[src/rtl/fifo_wr_arb.sv]
// Round-robin write-port arbiter: grants the FIFO write port to one of two requesters in fixed-length bursts.
// Optional completed-burst counters are built when FIFO_WR_ARB_STAT_EN is defined.
//
// state | meaning
// IDLE  | no grant; waiting for a request while the FIFO is writable
// BURST | one requester owns the port; beats counted until BURST_LEN or abort
module fifo_wr_arb #(
  parameter int DATA_W    = 8,
  parameter int BURST_LEN = 16,
  parameter int CNT_W     = 5
) (
  input  logic              clk,
  input  logic              rst_n,
  input  logic              req0,
  input  logic              req1,
  input  logic [DATA_W-1:0] din0,
  input  logic [DATA_W-1:0] din1,
  output logic              gnt0,
  output logic              gnt1,
  output logic              ack0,
  output logic              ack1,
  output logic              done0,
  output logic              done1,
  input  logic              full,
  input  logic              almost_full,
  input  logic              wr_rst_busy,
  output logic              fifo_wr_en,
  output logic [DATA_W-1:0] fifo_wr_data,
  output logic              busy,
  output logic [15:0]       stat_bursts0,
  output logic [15:0]       stat_bursts1
);

  typedef enum logic {IDLE, BURST} state_t;

  localparam logic [CNT_W-1:0] LAST_BEAT = CNT_W'(BURST_LEN - 1);

  state_t              state_q, state_d;
  logic                gnt0_q, gnt0_d, gnt1_q, gnt1_d;
  logic                done0_q, done0_d, done1_q, done1_d;
  logic                wr_en_q, wr_en_d;
  logic [DATA_W-1:0]   wr_data_q, wr_data_d;
  logic [CNT_W-1:0]    beat_q, beat_d;
  logic                last_q, last_d;
  logic                stall;

  // almost_full counts as a stall because one registered write is always in flight
  assign stall = full | almost_full | wr_rst_busy;
  assign busy  = (state_q == BURST);
  assign ack0  = gnt0_q & busy & ~stall & req0;
  assign ack1  = gnt1_q & busy & ~stall & req1;

  assign gnt0         = gnt0_q;
  assign gnt1         = gnt1_q;
  assign done0        = done0_q;
  assign done1        = done1_q;
  assign fifo_wr_en   = wr_en_q;
  assign fifo_wr_data = wr_data_q;

  always_comb begin
    state_d   = state_q;
    gnt0_d    = gnt0_q;
    gnt1_d    = gnt1_q;
    beat_d    = beat_q;
    last_d    = last_q;
    done0_d   = 1'b0;
    done1_d   = 1'b0;
    wr_en_d   = 1'b0;
    wr_data_d = wr_data_q;
    case (state_q)
      IDLE: begin
        if (!stall && (req0 || req1)) begin
          state_d = BURST;
          beat_d  = '0;
          // last_q=1 means requester 1 owned the previous burst, so 0 wins a tie
          if (req0 && (!req1 || last_q)) gnt0_d = 1'b1;
          else                           gnt1_d = 1'b1;
        end
      end
      BURST: begin
        if ((gnt0_q && !req0) || (gnt1_q && !req1)) begin
          state_d = IDLE;
          gnt0_d  = 1'b0;
          gnt1_d  = 1'b0;
          last_d  = gnt1_q;
        end else if (ack0 || ack1) begin
          wr_en_d   = 1'b1;
          wr_data_d = ack1 ? din1 : din0;
          beat_d    = beat_q + CNT_W'(1);
          if (beat_q == LAST_BEAT) begin
            state_d = IDLE;
            gnt0_d  = 1'b0;
            gnt1_d  = 1'b0;
            done0_d = gnt0_q;
            done1_d = gnt1_q;
            last_d  = gnt1_q;
            beat_d  = '0;
          end
        end
      end
    endcase
  end

  always_ff @(posedge clk or negedge rst_n) begin
    if (!rst_n) begin
      state_q   <= IDLE;
      gnt0_q    <= 1'b0;
      gnt1_q    <= 1'b0;
      done0_q   <= 1'b0;
      done1_q   <= 1'b0;
      wr_en_q   <= 1'b0;
      wr_data_q <= '0;
      beat_q    <= '0;
      last_q    <= 1'b1;
    end else begin
      state_q   <= state_d;
      gnt0_q    <= gnt0_d;
      gnt1_q    <= gnt1_d;
      done0_q   <= done0_d;
      done1_q   <= done1_d;
      wr_en_q   <= wr_en_d;
      wr_data_q <= wr_data_d;
      beat_q    <= beat_d;
      last_q    <= last_d;
    end
  end

`ifdef FIFO_WR_ARB_STAT_EN
  logic [15:0] stat0_q, stat1_q;

  always_ff @(posedge clk or negedge rst_n) begin
    if (!rst_n) begin
      stat0_q <= '0;
      stat1_q <= '0;
    end else begin
      if (done0_d) stat0_q <= stat0_q + 16'd1;
      if (done1_d) stat1_q <= stat1_q + 16'd1;
    end
  end

  assign stat_bursts0 = stat0_q;
  assign stat_bursts1 = stat1_q;
`else
  assign stat_bursts0 = 16'h0000;
  assign stat_bursts1 = 16'h0000;
`endif

endmodule

[config.mk]
export PLATFORM = sky130hd
export DESIGN_NAME = fifo_wr_arb
export DESIGN_NICKNAME = d
export VERILOG_FILES = /design/src/rtl/fifo_wr_arb.sv
export SDC_FILE = /design/constraint.sdc
export NUM_CORES = 1
export LEC_CHECK = 0
export BUFFER_PORTS_ARGS = -buffer_cell sky130_fd_sc_hd__buf_4
export CORE_ASPECT_RATIO = 0.8
export CORE_MARGIN = 5
export CORE_UTILIZATION = 47
export DETAILED_ROUTE_END_ITERATION = 6
export PLACE_DENSITY = 0.95
export SYNTH_ARGS = -nofsm -noshare
export SYNTH_HDL_FRONTEND = slang
export SYNTH_SLANG_ARGS = --single-unit
export TNS_END_PERCENT = 5
[constraint.sdc]
create_clock -name clk -period 4.2 [get_ports clk]
set_input_delay 0.84 -clock clk [delete_from_list [all_inputs] [get_ports clk]]
set_output_delay 0.84 -clock clk [all_outputs]
set_load 0.01 [all_outputs]
==> run metrics, run 1 <==
GRT Residual Overflow=0; Die H=about 56 um; max-slew violations=0; fin crit share=65.1%; worst-path fanout max=9; Worst EP required=3.36 ns; Die W=68.0 um; H-Tree Depth=1; CP top delay family=simple AND/OR/NAND/NOR gates; wire length per cell=about 12 um; largest net degree at the start of global routing=24; Mapped Area=approximately 0.0013 mm^2; CP max stage cell=or3_1; clock skew=roughly 0.013 ns; worst-path cell chain=buf_4 -> or3_1 -> nor2_8 -> buf_4; fillers=226; DRC=0; Final Hold Fails=0; worst r2r path cells=4; status=finished, final reports clean; root buffer selected by CTS=clkbuf_4; Final Total Pwr=0.000645 W; Total Neg Setup Slack=0 ns; TritonCTS Sinks=20; total number of vias=1,005; post-synthesis cell count=136; Resized Gates After CTS=0; final critical-path setup slack=1.46 ns; Setup Fix Bufs, Post-CTS=0; TritonCTS clock tree=yes; Port Buffers=38; layout cell share with drive strength beyond 1=27.7%; Max stage delay on crit path=0.49 ns; DRT iter0 DRCs=42; FF+latch count, synth=20; Reg2Reg Setup Slack=roughly 2.0 ns; Slew HR=a little under half; first-pass GRT wire length=3.98 mm; Antenna Cells=0; Nets=just under 200; Max Clock Freq=around 0.37 GHz; hold buffers post-CTS=0; Placer Congestion=0.861; CP Class=in -> out; initial antenna violation count=0; I/O pin count=between 70 and 80; Initial Util=between 50 and 60%; clk slew on worst S/H paths=0.11 ns; TritonRoute pass-1 iters=4; CP dominant cell by count=buf_4; pre-CTS WS=1.46 ns; clock buffer depth=2; RSZ-0062 raised after global routing=false; part of the Yosys area used for sequential elements=39.6%; clk_lat worst skew=~0.30 ns; Levels on crit path=4; CTS Buf Count=3; Die ar.=0.00384 mm^2; crit path DAT=approximately 1.9 ns; Avg Inst Size Synth=~9.3 um^2; max-cap violations=0; worst slew pin tran=around 0.8 ns; R2R Path End=beat_q[3]$_DFFE_PN0P_; drt total wl=between 2 and 3 mm; Pwr per Cell Area=around 430 mW/mm^2; VDD IR-drop max=0.162 mV; worst path bufs/invs=2; Hold Crit Class=in -> async; Area Growth Syn to Fin=18.5%; CP endpoint kind=output port; Syn. warnings=0; worst flop-to-flop path startpoint=gnt0$_DFFE_PN0P_; vias in the first global route=892; core area=0.00252 mm^2; Via density=slightly below 5; area of the multi-input gates=612 um^2; Distinct cells, synth=34; DP HPWL=2.08 mm; storage element area=502 um^2; DRT antenna net count=0; Leak Pwr=0.767 nW; Worst Setup Start Kind=input pin; Final setup viols=0; GR Util All Layers=13.4%; Core Rows=16; Final min period=2.74 ns
## final cells by class
cell class              instances  area share (%)
multi-input cells             110            40.8
repair buffers                 38            19.0
flip-flops and latches         20            33.4
inverters                       1           0.250
clock buffers                   3            1.50
well taps                      36            3.00
clock inverters                 1            2.00
## stage by stage
stage | instance area [um^2] | hold WS, ns | instances | util [%]
6_report | 1500 | 0.384 | 209 | 59.5
3_3_place_gp | 1450 | 0.471 | 205 | 57.4
4_1_cts | 1500 | 0.383 | 209 | 59.5
5_1_grt | 1500 | 0.382 | 209 | 59.5
2_1_floorplan | 1380 | 0.454 | 167 | -
3_5_place_dp | 1450 | 0.479 | 205 | 57.4
## worst max-delay path by stage
stage,from,endpoint,slack [ns]
finish,wr_rst_busy,ack1,1.46
global route,wr_rst_busy,ack1,1.44
CTS,wr_rst_busy,ack1,1.46
floorplan,wr_rst_busy,ack1,1.81
global placement,wr_rst_busy,ack1,1.48
detailed placement,wr_rst_busy,ack1,1.46
## metal layers
metal / wire length [um] / global-route usage [%] / vias to the layer above
met2: 1350 / 24.2 / 51
met1: 928 / 14.6 / 470
met3: 294 / 5.79 / 0
met5: 0 / 0 / -
li1: - / - / 484
met4: 0 / 1.70 / 0
## cells in the mapped netlist (all sizes together)
cell type	n	area share, %
a21oi	2	0.79
a22oi	1	0.59
a31oi	3	1.5
a32o	1	0.79
buf	35	21
clkbuf	1	0.30
conb	1	0.30
dfrtp	19	38
dfstp	1	2.1
ha	1	0.99
inv	1	0.30
mux2	1	0.89
mux2i	8	6.3
nand2	17	5.0
nand2b	3	2.1
nand3	12	5.1
nand4	2	0.99
nand4b	2	1.4
nor2	3	2.2
nor2b	1	0.49
nor3	1	0.39
nor3b	2	1.2
nor4	1	0.49
o211ai	1	0.59
o21ai	11	4.3
o22ai	2	0.99
or2	1	0.69
or3	2	0.99
## placed cells by master (no fill, tap or decap), types with 3 or more instances in the layout
master / instances
a31oi_1: 3
buf_4: 38
clkbuf_4: 3
conb_1: 32
dfrtp_1: 19
mux2i_1: 8
nand2_1: 17
nand3_1: 11
o21ai_0: 3
o21ai_1: 8
## where the power goes
part,internal (W),leakage [nW],switching [W]
clock network,0.0000965,0.0279,0.0000568
registers,0.000241,0.262,0.0000534
logic,0.000101,0.477,0.0000963
total,0.000439,0.767,0.000206
## kinds of logic (layout without fill, tap and decap cells)
kind of cell / count (synthesis) / count (layout) / share of synthesized area (%)
AO/OA/AOI/OAI: 21 / 21 / 9.59
adder cells (fa/ha/maj): 1 / 1 / 0.988
buffers and inverters: 37 / 43 / 21.2
flip-flops: 20 / 20 / 39.6
multiplexers: 9 / 9 / 7.21
other: 1 / 32 / 0.296
AND/OR/NAND/NOR: 47 / 47 / 21.0
## registers in the layout, indices dropped and copies added, names as in the netlist
name,flops
beat_q,5
busy,1
done0,1
done1,1
fifo_wr_data,8
fifo_wr_en,1
gnt0,1
gnt1,1
last_q,1
Note: power is estimated with default switching activity, not from simulation.
==> run 2, diff against run 1 <==
- CORE_UTILIZATION: 47 -> 39
- PLACE_DENSITY: 0.95 -> 0.86
- clock period: 4.2 -> 2.4 ns (I/O delays scaled with it)
==> run 2 against run 1 <==
  * Clock skew is 0.011 ns lower
  * Count of clock-buffer cells in the layout grew 1
  * Total power grew 74%
==> run metrics, run 2 (synthesized netlist as in run 1, its figures left out) <==
status=finished, final reports clean; GRT Residual Overflow=0; worst slew pin tran=~0.7 ns; hold buffers post-CTS=0; DRT iter0 DRCs=52; commonest non-fill, non-tap cell in the layout=buf_4; wire length per cell=12.5 um; DP HPWL=2.07 mm; core area=approximately 0.0031 mm^2; commonest cells after routing, fill and taps aside=39 x buf_4, 32 x conb_1, 19 x dfrtp_1, 17 x nand2_1, 11 x nand3_1; I/O pin count=71; max-slew violations=0; CP top delay family=simple AND/OR/NAND/NOR gates; clk slew on worst S/H paths=0.07 ns; Die H=61.0 um; Resized Gates After CTS=0; Port Buffers=38; Final Hold Fails=0; Initial Util=between 40% and 50%; Max Clock Freq=0.469 GHz; root buffer selected by CTS=clkbuf_8; Via density=~4.6; layout cell share with drive strength beyond 1=between 20% and 30%; H-Tree Depth=1; clk_lat worst skew=0.25 ns; Placer Congestion=0.783; crit path DAT=1.65 ns; CP endpoint kind=output port; max-cap violations=0; TritonCTS Sinks=20; RSZ-0062 raised after global routing=false; Max stage delay on crit path=0.58 ns; Pwr per Cell Area=740 mW/mm^2; VDD IR-drop max=between 0.2 and 0.3 mV; total number of vias=985; first-pass GRT wire length=3.94 mm; pre-CTS WS=a little under 0.4 ns; Antenna Cells=0; clock buffer depth=2; Leak Pwr=0.772 nW; final critical-path setup slack=roughly 0.27 ns; clock skew=just under 0.002 ns; TritonRoute pass-1 iters=4; max FFs per register=8; Setup Fix Bufs, Post-CTS=0; CP max stage cell=dfrtp_1; CP Class=reg -> out; DRT antenna net count=0; Hold Crit Class=in -> async; worst-path fanout max=13; fin crit share=88.9%; Area Growth Syn to Fin=19.7%; largest net degree at the start of global routing=21; Die W=73.7 um; Worst Setup Start Kind=register; Nets=199; Slew HR=53.3%; drt total wl=2.68 mm; Worst EP required=1.92 ns; vias in the first global route=roughly 860; initial antenna violation count=0; worst-path cell chain=nand3_1 -> nor2_8 -> buf_4; worst path bufs/invs=1; Total Neg Setup Slack=0 ns; DRC=0; CTS Buf Count=3; Die ar.=~0.0045 mm^2; Core Rows=18; Final setup viols=0; Final min period=~2.1 ns; GR Util All Layers=11.4%; TritonCTS clock tree=yes
run 2: changes by cell type in the layout (fill, tap and decap cells not counted), sizes merged:
cell and change:
buf +1, bufinv -1, clkbuf +1
run 2: per-stage QoR:
step / total power (W) / area (um^2) / std cells / utilization, % / hold slack [ns]
after global routing: 0.00120 / 1520 / 214 / 48.8 / 0.100
after CTS: 0.00113 / 1520 / 214 / 48.8 / 0.0905
after detailed placement: 0.000871 / 1460 / 210 / 47.0 / 0.368
final: 0.00112 / 1520 / 214 / 48.8 / 0.0835
after floorplan: 0.000741 / 1380 / 167 / - / 0.184
after global placement: 0.000859 / 1460 / 210 / 47.0 / 0.365
run 2: final timing paths:
path / startpoint / endpoint / slack [ns] / depth (start not counted)
setup / recovery: busy$_DFF_PN0_ / ack1 / 0.27 / 3
hold / removal: rst_n / fifo_wr_data[4]$_DFFE_PN0P_ / 0.08 / 1
setup reg to reg: busy$_DFF_PN0_ / beat_q[4]$_DFFE_PN0P_ / 0.70 / 4
hold reg to reg: fifo_wr_data[3]$_DFFE_PN0P_ / fifo_wr_data[3]$_DFFE_PN0P_ / 0.49 / 2
max in group asynchronous: rst_n / last_q$_DFFE_PN1P_ / 2.05 / 1
min in group clk: fifo_wr_data[3]$_DFFE_PN0P_ / fifo_wr_data[3]$_DFFE_PN0P_ / 0.49 / 2
run 2: layer usage:
layer  wire, um  global-route usage [%]
met1        970                    13.7
met2       1430                    20.2
met3        254                    2.81
met4         22                    3.88
met5          0                       0
run 2: power breakdown:
part | total, W | internal, W | switching [W]
combinational | 0.000351 | 0.000178 | 0.000173
sequential | 0.000517 | 0.000422 | 0.0000948
clock | 0.000254 | 0.000146 | 0.000108
total | 0.00112 | 0.000746 | 0.000376
run 2: cell type report:
class                           count  area (um^2)
Multi-Input combinational cell    110          612
Fill cell                         280         1590
Timing Repair Buffer               39          293
Inverter                            1         3.75
Clock buffer                        4         55.1
Sequential cell                    20          502
Tap cell                           40         50.0
run 2: worst reg2reg max path, stage by stage (launching register included):
cell	delay, ns
dfrtp_1	0.52
nor4_1	0.40
o21ai_0	0.35
a22oi_1	0.25
nor2b_1	0.07
